`config.mk`:
```
export PLATFORM = sky130hd
export DESIGN_NAME = fetch_sequencer
export DESIGN_NICKNAME = d
export VERILOG_FILES = /design/src/rtl/fetch_pkg.sv /design/src/rtl/fetch_queue.sv /design/src/rtl/fetch_sequencer.sv
export SDC_FILE = /design/constraint.sdc
export NUM_CORES = 1
export LEC_CHECK = 0
export BUFFER_PORTS_ARGS = -buffer_cell sky130_fd_sc_hd__buf_4
export CORE_UTILIZATION = 54
export CTS_CLUSTER_DIAMETER = 200
export DETAILED_ROUTE_END_ITERATION = 6
export PLACE_DENSITY = 0.81
export SYNTH_ARGS = -nofsm -noshare
export SYNTH_HDL_FRONTEND = slang
export SYNTH_HIERARCHICAL = 1
export SYNTH_SLANG_ARGS = --single-unit
```
`constraint.sdc`:
```
create_clock -name clk -period 14.6 [get_ports clk]
set_input_delay 2.92 -clock clk [delete_from_list [all_inputs] [get_ports clk]]
set_output_delay 2.92 -clock clk [all_outputs]
set_load 0.005 [all_outputs]
```
`src/rtl/fetch_pkg.sv`:
```
// -----------------------------------------------------------------------------
// fetch_pkg
// Shared types and constants for the fetch sequencer slice.
//   fetch_state_t : sequencer FSM states (RUN, DRAIN, HALTED)
//   fetch_entry_t : one fetch queue entry {inst, pc}
//   INST_BYTES    : instruction size in bytes (pc stride)
//   NOP_INST      : word presented on out_inst while the queue is empty
// -----------------------------------------------------------------------------
package fetch_pkg;

    localparam int unsigned FETCH_ADDR_W = 64;
    localparam int unsigned INST_BYTES   = 4;
    localparam logic [31:0] NOP_INST     = 32'h0000_0013;

    typedef enum logic [1:0] {
        RUN    = 2'd0,
        DRAIN  = 2'd1,
        HALTED = 2'd2
    } fetch_state_t;

    typedef struct packed {
        logic [31:0]             inst;
        logic [FETCH_ADDR_W-1:0] pc;
    } fetch_entry_t;

endpackage

```
`src/rtl/fetch_queue.sv`:
```
// -----------------------------------------------------------------------------
// fetch_queue
// Two-entry FIFO holding fetched {inst, pc} pairs.
// Ports:
//   clk, reset    : clock, asynchronous active-high reset (empties the queue)
//   push_i        : write push_data_i (ignored when full unless popping)
//   push_data_i   : entry to enqueue
//   pop_i         : remove the head (ignored when empty)
//   flush_i       : empty the queue; overrides a same-cycle push
//   full_o        : both entries occupied
//   empty_o       : no entries occupied
//   head_o        : oldest entry (undefined content while empty)
// A simultaneous push and pop on a full queue is legal: with both entries
// occupied the write pointer equals the read pointer, so the incoming entry
// lands in the slot that is being vacated.
// -----------------------------------------------------------------------------
module fetch_queue
    import fetch_pkg::*;
#(
    parameter int unsigned DEPTH = 2
) (
    input  logic         clk,
    input  logic         reset,
    input  logic         push_i,
    input  fetch_entry_t push_data_i,
    input  logic         pop_i,
    input  logic         flush_i,
    output logic         full_o,
    output logic         empty_o,
    output fetch_entry_t head_o
);

    fetch_entry_t entry_q [2];
    logic         rd_ptr_q;
    logic         wr_ptr_q;
    logic [1:0]   count_q;
    logic         do_push;
    logic         do_pop;

    always_comb begin
        full_o  = (count_q == 2'(DEPTH));
        empty_o = (count_q == 2'd0);
        do_push = push_i && (!full_o || pop_i);
        do_pop  = pop_i && !empty_o;
        head_o  = entry_q[rd_ptr_q];
    end

    always_ff @(posedge clk or posedge reset) begin
        if (reset) begin
            rd_ptr_q <= 1'b0;
            wr_ptr_q <= 1'b0;
            count_q  <= 2'd0;
        end else if (flush_i) begin
            rd_ptr_q <= 1'b0;
            wr_ptr_q <= 1'b0;
            count_q  <= 2'd0;
        end else begin
            if (do_push) wr_ptr_q <= ~wr_ptr_q;
            if (do_pop)  rd_ptr_q <= ~rd_ptr_q;
            case ({do_push, do_pop})
                2'b10:   count_q <= count_q + 2'd1;
                2'b01:   count_q <= count_q - 2'd1;
                default: count_q <= count_q;
            endcase
        end
    end

    // Storage needs no reset: occupancy is tracked by count_q alone.
    always_ff @(posedge clk) begin
        if (do_push && !flush_i) begin
            entry_q[wr_ptr_q] <= push_data_i;
        end
    end

endmodule

```
`src/rtl/fetch_sequencer.sv`:
```
// -----------------------------------------------------------------------------
// fetch_sequencer
// Owns the PC, fetches 32-bit words from a combinational instruction store,
// buffers them in a 2-entry queue and hands them to decode via valid/ready.
// Ports:
//   clk, reset       : clock, asynchronous active-high reset
//   imem_addr        : fetch address (always the current pc)
//   imem_rdata       : instruction word for imem_addr, same cycle
//   redirect_valid   : taken branch/jump pulse; redirect_pc is its target
//   out_valid/ready  : decode handshake; out_inst/out_pc describe the head
//   halted           : FSM is in HALTED
//   fault            : sticky, a misaligned redirect was seen
//   perf_fetch_cnt   : pushes into the queue (saturating)
//   perf_stall_cnt   : RUN cycles with a full queue and no pop (saturating)
// Handshake: a transfer happens on a rising edge where out_valid and
// out_ready are both high; while out_valid=1 and out_ready=0 the head
// (out_inst/out_pc) is held stable.
// Build option: define FETCH_PERF_EN to build the performance counters;
// otherwise both counter ports are tied to zero.
// -----------------------------------------------------------------------------
module fetch_sequencer
    import fetch_pkg::*;
#(
    parameter int unsigned          ADDR_W    = FETCH_ADDR_W,
    parameter logic [ADDR_W-1:0]    RESET_PC  = '0,
    parameter int unsigned          MEM_LIMIT = 120,
    parameter int unsigned          QDEPTH    = 2
) (
    input  logic              clk,
    input  logic              reset,
    output logic [ADDR_W-1:0] imem_addr,
    input  logic [31:0]       imem_rdata,
    input  logic              redirect_valid,
    input  logic [ADDR_W-1:0] redirect_pc,
    output logic              out_valid,
    input  logic              out_ready,
    output logic [31:0]       out_inst,
    output logic [ADDR_W-1:0] out_pc,
    output logic              halted,
    output logic              fault,
    output logic [31:0]       perf_fetch_cnt,
    output logic [31:0]       perf_stall_cnt
);

    fetch_state_t      state_q, state_d;
    logic [ADDR_W-1:0] pc_q, pc_d;
    logic              fault_q, fault_d;

    logic              q_push;
    logic              q_flush;
    logic              q_full;
    logic              q_empty;
    logic              q_pop;
    fetch_entry_t      q_head;
    fetch_entry_t      q_push_data;

    logic [ADDR_W-1:0] pc_next;
    logic [ADDR_W:0]   pc_end;
    logic              out_of_range;
    logic              misaligned;

    // End-of-image test is done one bit wider so a pc near the top of the
    // address space reads as out of range instead of wrapping back in.
    always_comb begin
        pc_next      = pc_q + ADDR_W'(INST_BYTES);
        pc_end       = {1'b0, pc_q} + (ADDR_W+1)'(INST_BYTES);
        out_of_range = (pc_end > (ADDR_W+1)'(MEM_LIMIT));
        misaligned   = (redirect_pc[1:0] != 2'b00);
        q_pop        = !q_empty && out_ready;
        q_push_data  = '{inst: imem_rdata, pc: pc_q};
    end

    always_comb begin
        state_d = state_q;
        pc_d    = pc_q;
        fault_d = fault_q;
        q_push  = 1'b0;
        q_flush = 1'b0;
        case (state_q)
            RUN: begin
                if (redirect_valid) begin
                    q_flush = 1'b1;
                    if (misaligned) begin
                        fault_d = 1'b1;
                        state_d = HALTED;
                    end else begin
                        pc_d = redirect_pc;
                    end
                end else if (out_of_range) begin
                    state_d = DRAIN;
                end else if (!q_full || q_pop) begin
                    q_push = 1'b1;
                    pc_d   = pc_next;
                end
            end
            DRAIN: begin
                if (redirect_valid) begin
                    q_flush = 1'b1;
                    if (misaligned) begin
                        fault_d = 1'b1;
                        state_d = HALTED;
                    end else begin
                        pc_d    = redirect_pc;
                        state_d = RUN;
                    end
                // Single remaining entry being popped: queue is empty after
                // this edge, so halt on the same edge.
                end else if (q_empty || (q_pop && !q_full)) begin
                    state_d = HALTED;
                end
            end
            default: begin
                state_d = HALTED;
            end
        endcase
    end

    always_ff @(posedge clk or posedge reset) begin
        if (reset) begin
            state_q <= RUN;
            pc_q    <= RESET_PC;
            fault_q <= 1'b0;
        end else begin
            state_q <= state_d;
            pc_q    <= pc_d;
            fault_q <= fault_d;
        end
    end

    fetch_queue #(
        .DEPTH (QDEPTH)
    ) u_queue (
        .clk         (clk),
        .reset       (reset),
        .push_i      (q_push),
        .push_data_i (q_push_data),
        .pop_i       (q_pop),
        .flush_i     (q_flush),
        .full_o      (q_full),
        .empty_o     (q_empty),
        .head_o      (q_head)
    );

    always_comb begin
        imem_addr = pc_q;
        out_valid = !q_empty;
        out_inst  = q_empty ? NOP_INST : q_head.inst;
        out_pc    = q_empty ? '0 : q_head.pc;
        halted    = (state_q == HALTED);
        fault     = fault_q;
    end

`ifdef FETCH_PERF_EN
    logic [31:0] fetch_cnt_q, fetch_cnt_d;
    logic [31:0] stall_cnt_q, stall_cnt_d;

    always_comb begin
        fetch_cnt_d = fetch_cnt_q;
        stall_cnt_d = stall_cnt_q;
        if (q_push && !q_flush && (fetch_cnt_q != 32'hFFFF_FFFF)) begin
            fetch_cnt_d = fetch_cnt_q + 32'd1;
        end
        if ((state_q == RUN) && q_full && !q_pop && (stall_cnt_q != 32'hFFFF_FFFF)) begin
            stall_cnt_d = stall_cnt_q + 32'd1;
        end
    end

    always_ff @(posedge clk or posedge reset) begin
        if (reset) begin
            fetch_cnt_q <= 32'd0;
            stall_cnt_q <= 32'd0;
        end else begin
            fetch_cnt_q <= fetch_cnt_d;
            stall_cnt_q <= stall_cnt_d;
        end
    end

    assign perf_fetch_cnt = fetch_cnt_q;
    assign perf_stall_cnt = stall_cnt_q;
`else
    assign perf_fetch_cnt = 32'd0;
    assign perf_stall_cnt = 32'd0;
`endif

endmodule
```
==> impl_metrics.yaml <==
outcome:
  status: "finished clean"
layout:
  fin_nets: 1464
  fill_cells: 1799
  diodes: 0
  layout_common_cells: "275 x buf_4, 192 x edfxtp_1, 98 x nand2_1"
  drive_gt1_share_pct: 30.1
  final_common_cell: "buf_4"
  syn_to_final_growth_pct: 21.4
  post-route-util_pct: 67.7
grt:
  grt_max_degree: 68
  grt_pass1_vias: 9446
  grt_pass1_wl_mm: 53.6
  grtUsageTotal_pct: 28.0
  overflow: 0
  antenna_found_initial: 0
placed_design:
  hpwl_mm: 24.5
  numPortBuffers: 262
  dp_slack_ps: 8490
  routabilityCongestion: 0.962
synthesis:
  ys_warn_count: 6
  ys_seq_elements: 263
  syn_avg_cell_area_um2: 11.8
  ys_async_sr_fraction_pct: 27.0
  ys_types: 69
  synth_edf_count: 192
  ys_seq_area_share_pct: 57.0
  synth_area_um2: 13200
  synthFlopType: "edfxtp_1"
  netlist_instances: 1125
flow_run:
  cap_violations: 0
critical_path:
  cp-start-kind: "register"
  max_stage_delay_ps: 990
  worst_path_most_repeated_cell: "nor4_1"
  worst_path_max_delay_cell: "nor4_1"
  cp_cell_sequence: "ha_1 -> nand3_1 -> nor4_1 -> o211ai_1 -> a211oi_1 -> o2111ai_1 -> nor4_1 -> nand4_1 -> o31ai_4 -> and2_1 -> and4b_4 -> buf_4"
  r2r_slack_ps: 8620
  worstPathArrival_ps: 6130
  end_kind: "register"
  crit_path_max_fanout: 50
  critical_path_class: "register to register"
  cp_data_required_time_ps: 14750
clock_tree:
  post_cts_resized: 0
  cts_root_buf: "clkbuf_16"
  clk_latency_ps: 520
  cts_tree: "yes"
  clkTransAtPathRegs_ps: 60
  cts_hold_buf: 0
  post_cts_buffers: 0
  cts_sinks: 263
  numCtsBuffers: 27
  ctsHtreeMaxLevel: 1
  cts_max_path_buffers: 3
floorplan:
  coreArea_um2: 23800
  io-pin-count: 327
  die_x_um: 159
  start_util_pct: 55.8
  die_h_um: 159
  num_rows: 56
  die_area_um2: 25200
timing:
  tightestPinTransition_ps: 1090
  finalHoldViolations: 0
  fin_crit_ps: 5980
  hold_ws_ps: 482
  slew_viol_final: 0
  setup_viol: 0
  period_share_pct: 41.0
  slew-limit-headroom_pct: 26.4
  fin_skew_ps: 10.4
  setup_ws_ps: 8620
  clock.fmax_mhz: 167
  tns_ps: 0
  rsz0062_at_grt: "false"
power_and_ir_drop:
  comb_power_share_pct: 20.7
  swShare_pct: 26.3
  internal_power_mw: 1.47
  power_frac_seq_pct: 44.7
  p_per_area_nw_per_um2: 124
  leakage_nw: 6.36
  clkPwrFrac_pct: 34.6
  p_sw_mw: 0.523
  ir_drop_uv: 73.0
worst_hold_path:
  hp-class: "register to register"
drt:
  ant_nets: 0
  vias_per_cell: 5.86
  avgRoutedWirePerCell_um: 21.1
  dr.pass1.iters: 5
  drt_iter0_drc: 882
  num_vias: 9972
  wirelength_mm: 35.8
  drc: 0
## kinds of logic after synthesis
group                    after synthesis  synth area share, %
flip-flops                           263                 57.0
buffers and inverters                150                 6.50
adder cells (fa/ha/maj)                2                0.189
AND/OR/NAND/NOR                      432                 18.3
other                                  1               0.0283
XOR/XNOR                              19                 1.26
multiplexers                         101                 8.56
AO/OA/AOI/OAI                        157                 8.20
## cell usage after synthesis (4+ instances only)
cell type  count  share of area, %
nand3_1       45               1.7
nand4_1       34               1.6
a21oi_1       31               1.2
nor3_1        18              0.68
o22ai_1        8              0.38
a311oi_1       5              0.33
mux2_1        35               3.0
inv_1         20              0.57
or3_1          4              0.19
xor2_1        10              0.66
a22oi_1        5              0.28
a21o_1         6              0.34
dfrtp_1       71                13
o31ai_1       12              0.68
a221oi_1       5              0.33
nand2_1       98               2.8
and4_1        17               1.1
and2_1         5              0.24
edfxtp_1     192                44
or2_2          8              0.38
xnor2_1        9              0.60
o21ai_0       33               1.2
nor4_1        16              0.76
buf_2         16              0.60
nor4_2         4              0.38
buf_4         68               3.9
nor2b_1       96               4.5
and3_1        18              0.85
a22o_1        18               1.2
a31oi_1        8              0.38
nor2_1        45               1.3
mux2_2        63               5.4
clkbuf_1      40               1.1
## cell type report
| class | instances | area, um2 | share of cell area, % |
|---|---|---|---|
| multi-input combinational | 775 | 5100 | 31.7 |
| tap | 319 | 399 | 2.48 |
| sequential | 263 | 7550 | 46.9 |
| inverter | 20 | 75.1 | 0.467 |
| clock buffer | 30 | 687 | 4.27 |
| timing repair buffer | 275 | 2060 | 12.8 |
| clock inverter | 19 | 206 | 1.28 |
## worst max-delay path: cells and delay by family, from the launching register on
kind            cells  cell delay [ps]
compound gates      4              980
fa+ha+maj           1              280
simple gates        6             3090
flops               1              540
buf+inv             1              680
## registers in the layout, indices dropped and copies added (netlist names)
register and flops:
state_q 2, imem_addr 64, u_queue/count_q 2, u_queue/wr_ptr_q 1, fault 1, u_queue/entry_q 192
u_queue/rd_ptr_q 1
## metrics by stage
step	area, um2	power, mW	cells
6_report	16100	1.99	1701
5_1_grt	16100	2.07	1701
4_1_cts	16100	2.00	1701
3_5_place_dp	15200	1.32	1652
3_3_place_gp	15200	1.31	1652
2_1_floorplan	13500	1.14	1188
## final timing paths
| check | start | to | depth (start not counted) |
|---|---|---|---|
| setup / recovery | imem_addr[2] | u_queue/entry_q[1][46] | 12 |
| hold / removal | fault | fault | 1 |
| setup reg to reg | imem_addr[2] | u_queue/entry_q[1][46] | 12 |
| hold reg to reg | fault | fault | 1 |
| max in group asynchronous | reset | imem_addr[46] | 3 |
| min in group asynchronous | reset | u_queue/count_q[1] | 2 |
## power groups by stage
stage	combinational [mW]	clock, mW	sequential [mW]
floorplan	0.277	0	0.864
global placement	0.409	0	0.902
detailed placement	0.415	0	0.903
CTS	0.417	0.698	0.888
global route	0.449	0.729	0.894
finish	0.412	0.688	0.890
## metal layers
metal / global-route usage (%) / routed length (um) / vias up
met4: 8.84 / 954 / 0
met1: 37.7 / 14500 / 4882
li1: - / - / 4526
met3: 3.84 / 2840 / 68
met2: 46.9 / 17600 / 496
met5: 0 / 0 / -
Power figures use the tool's default switching activity.
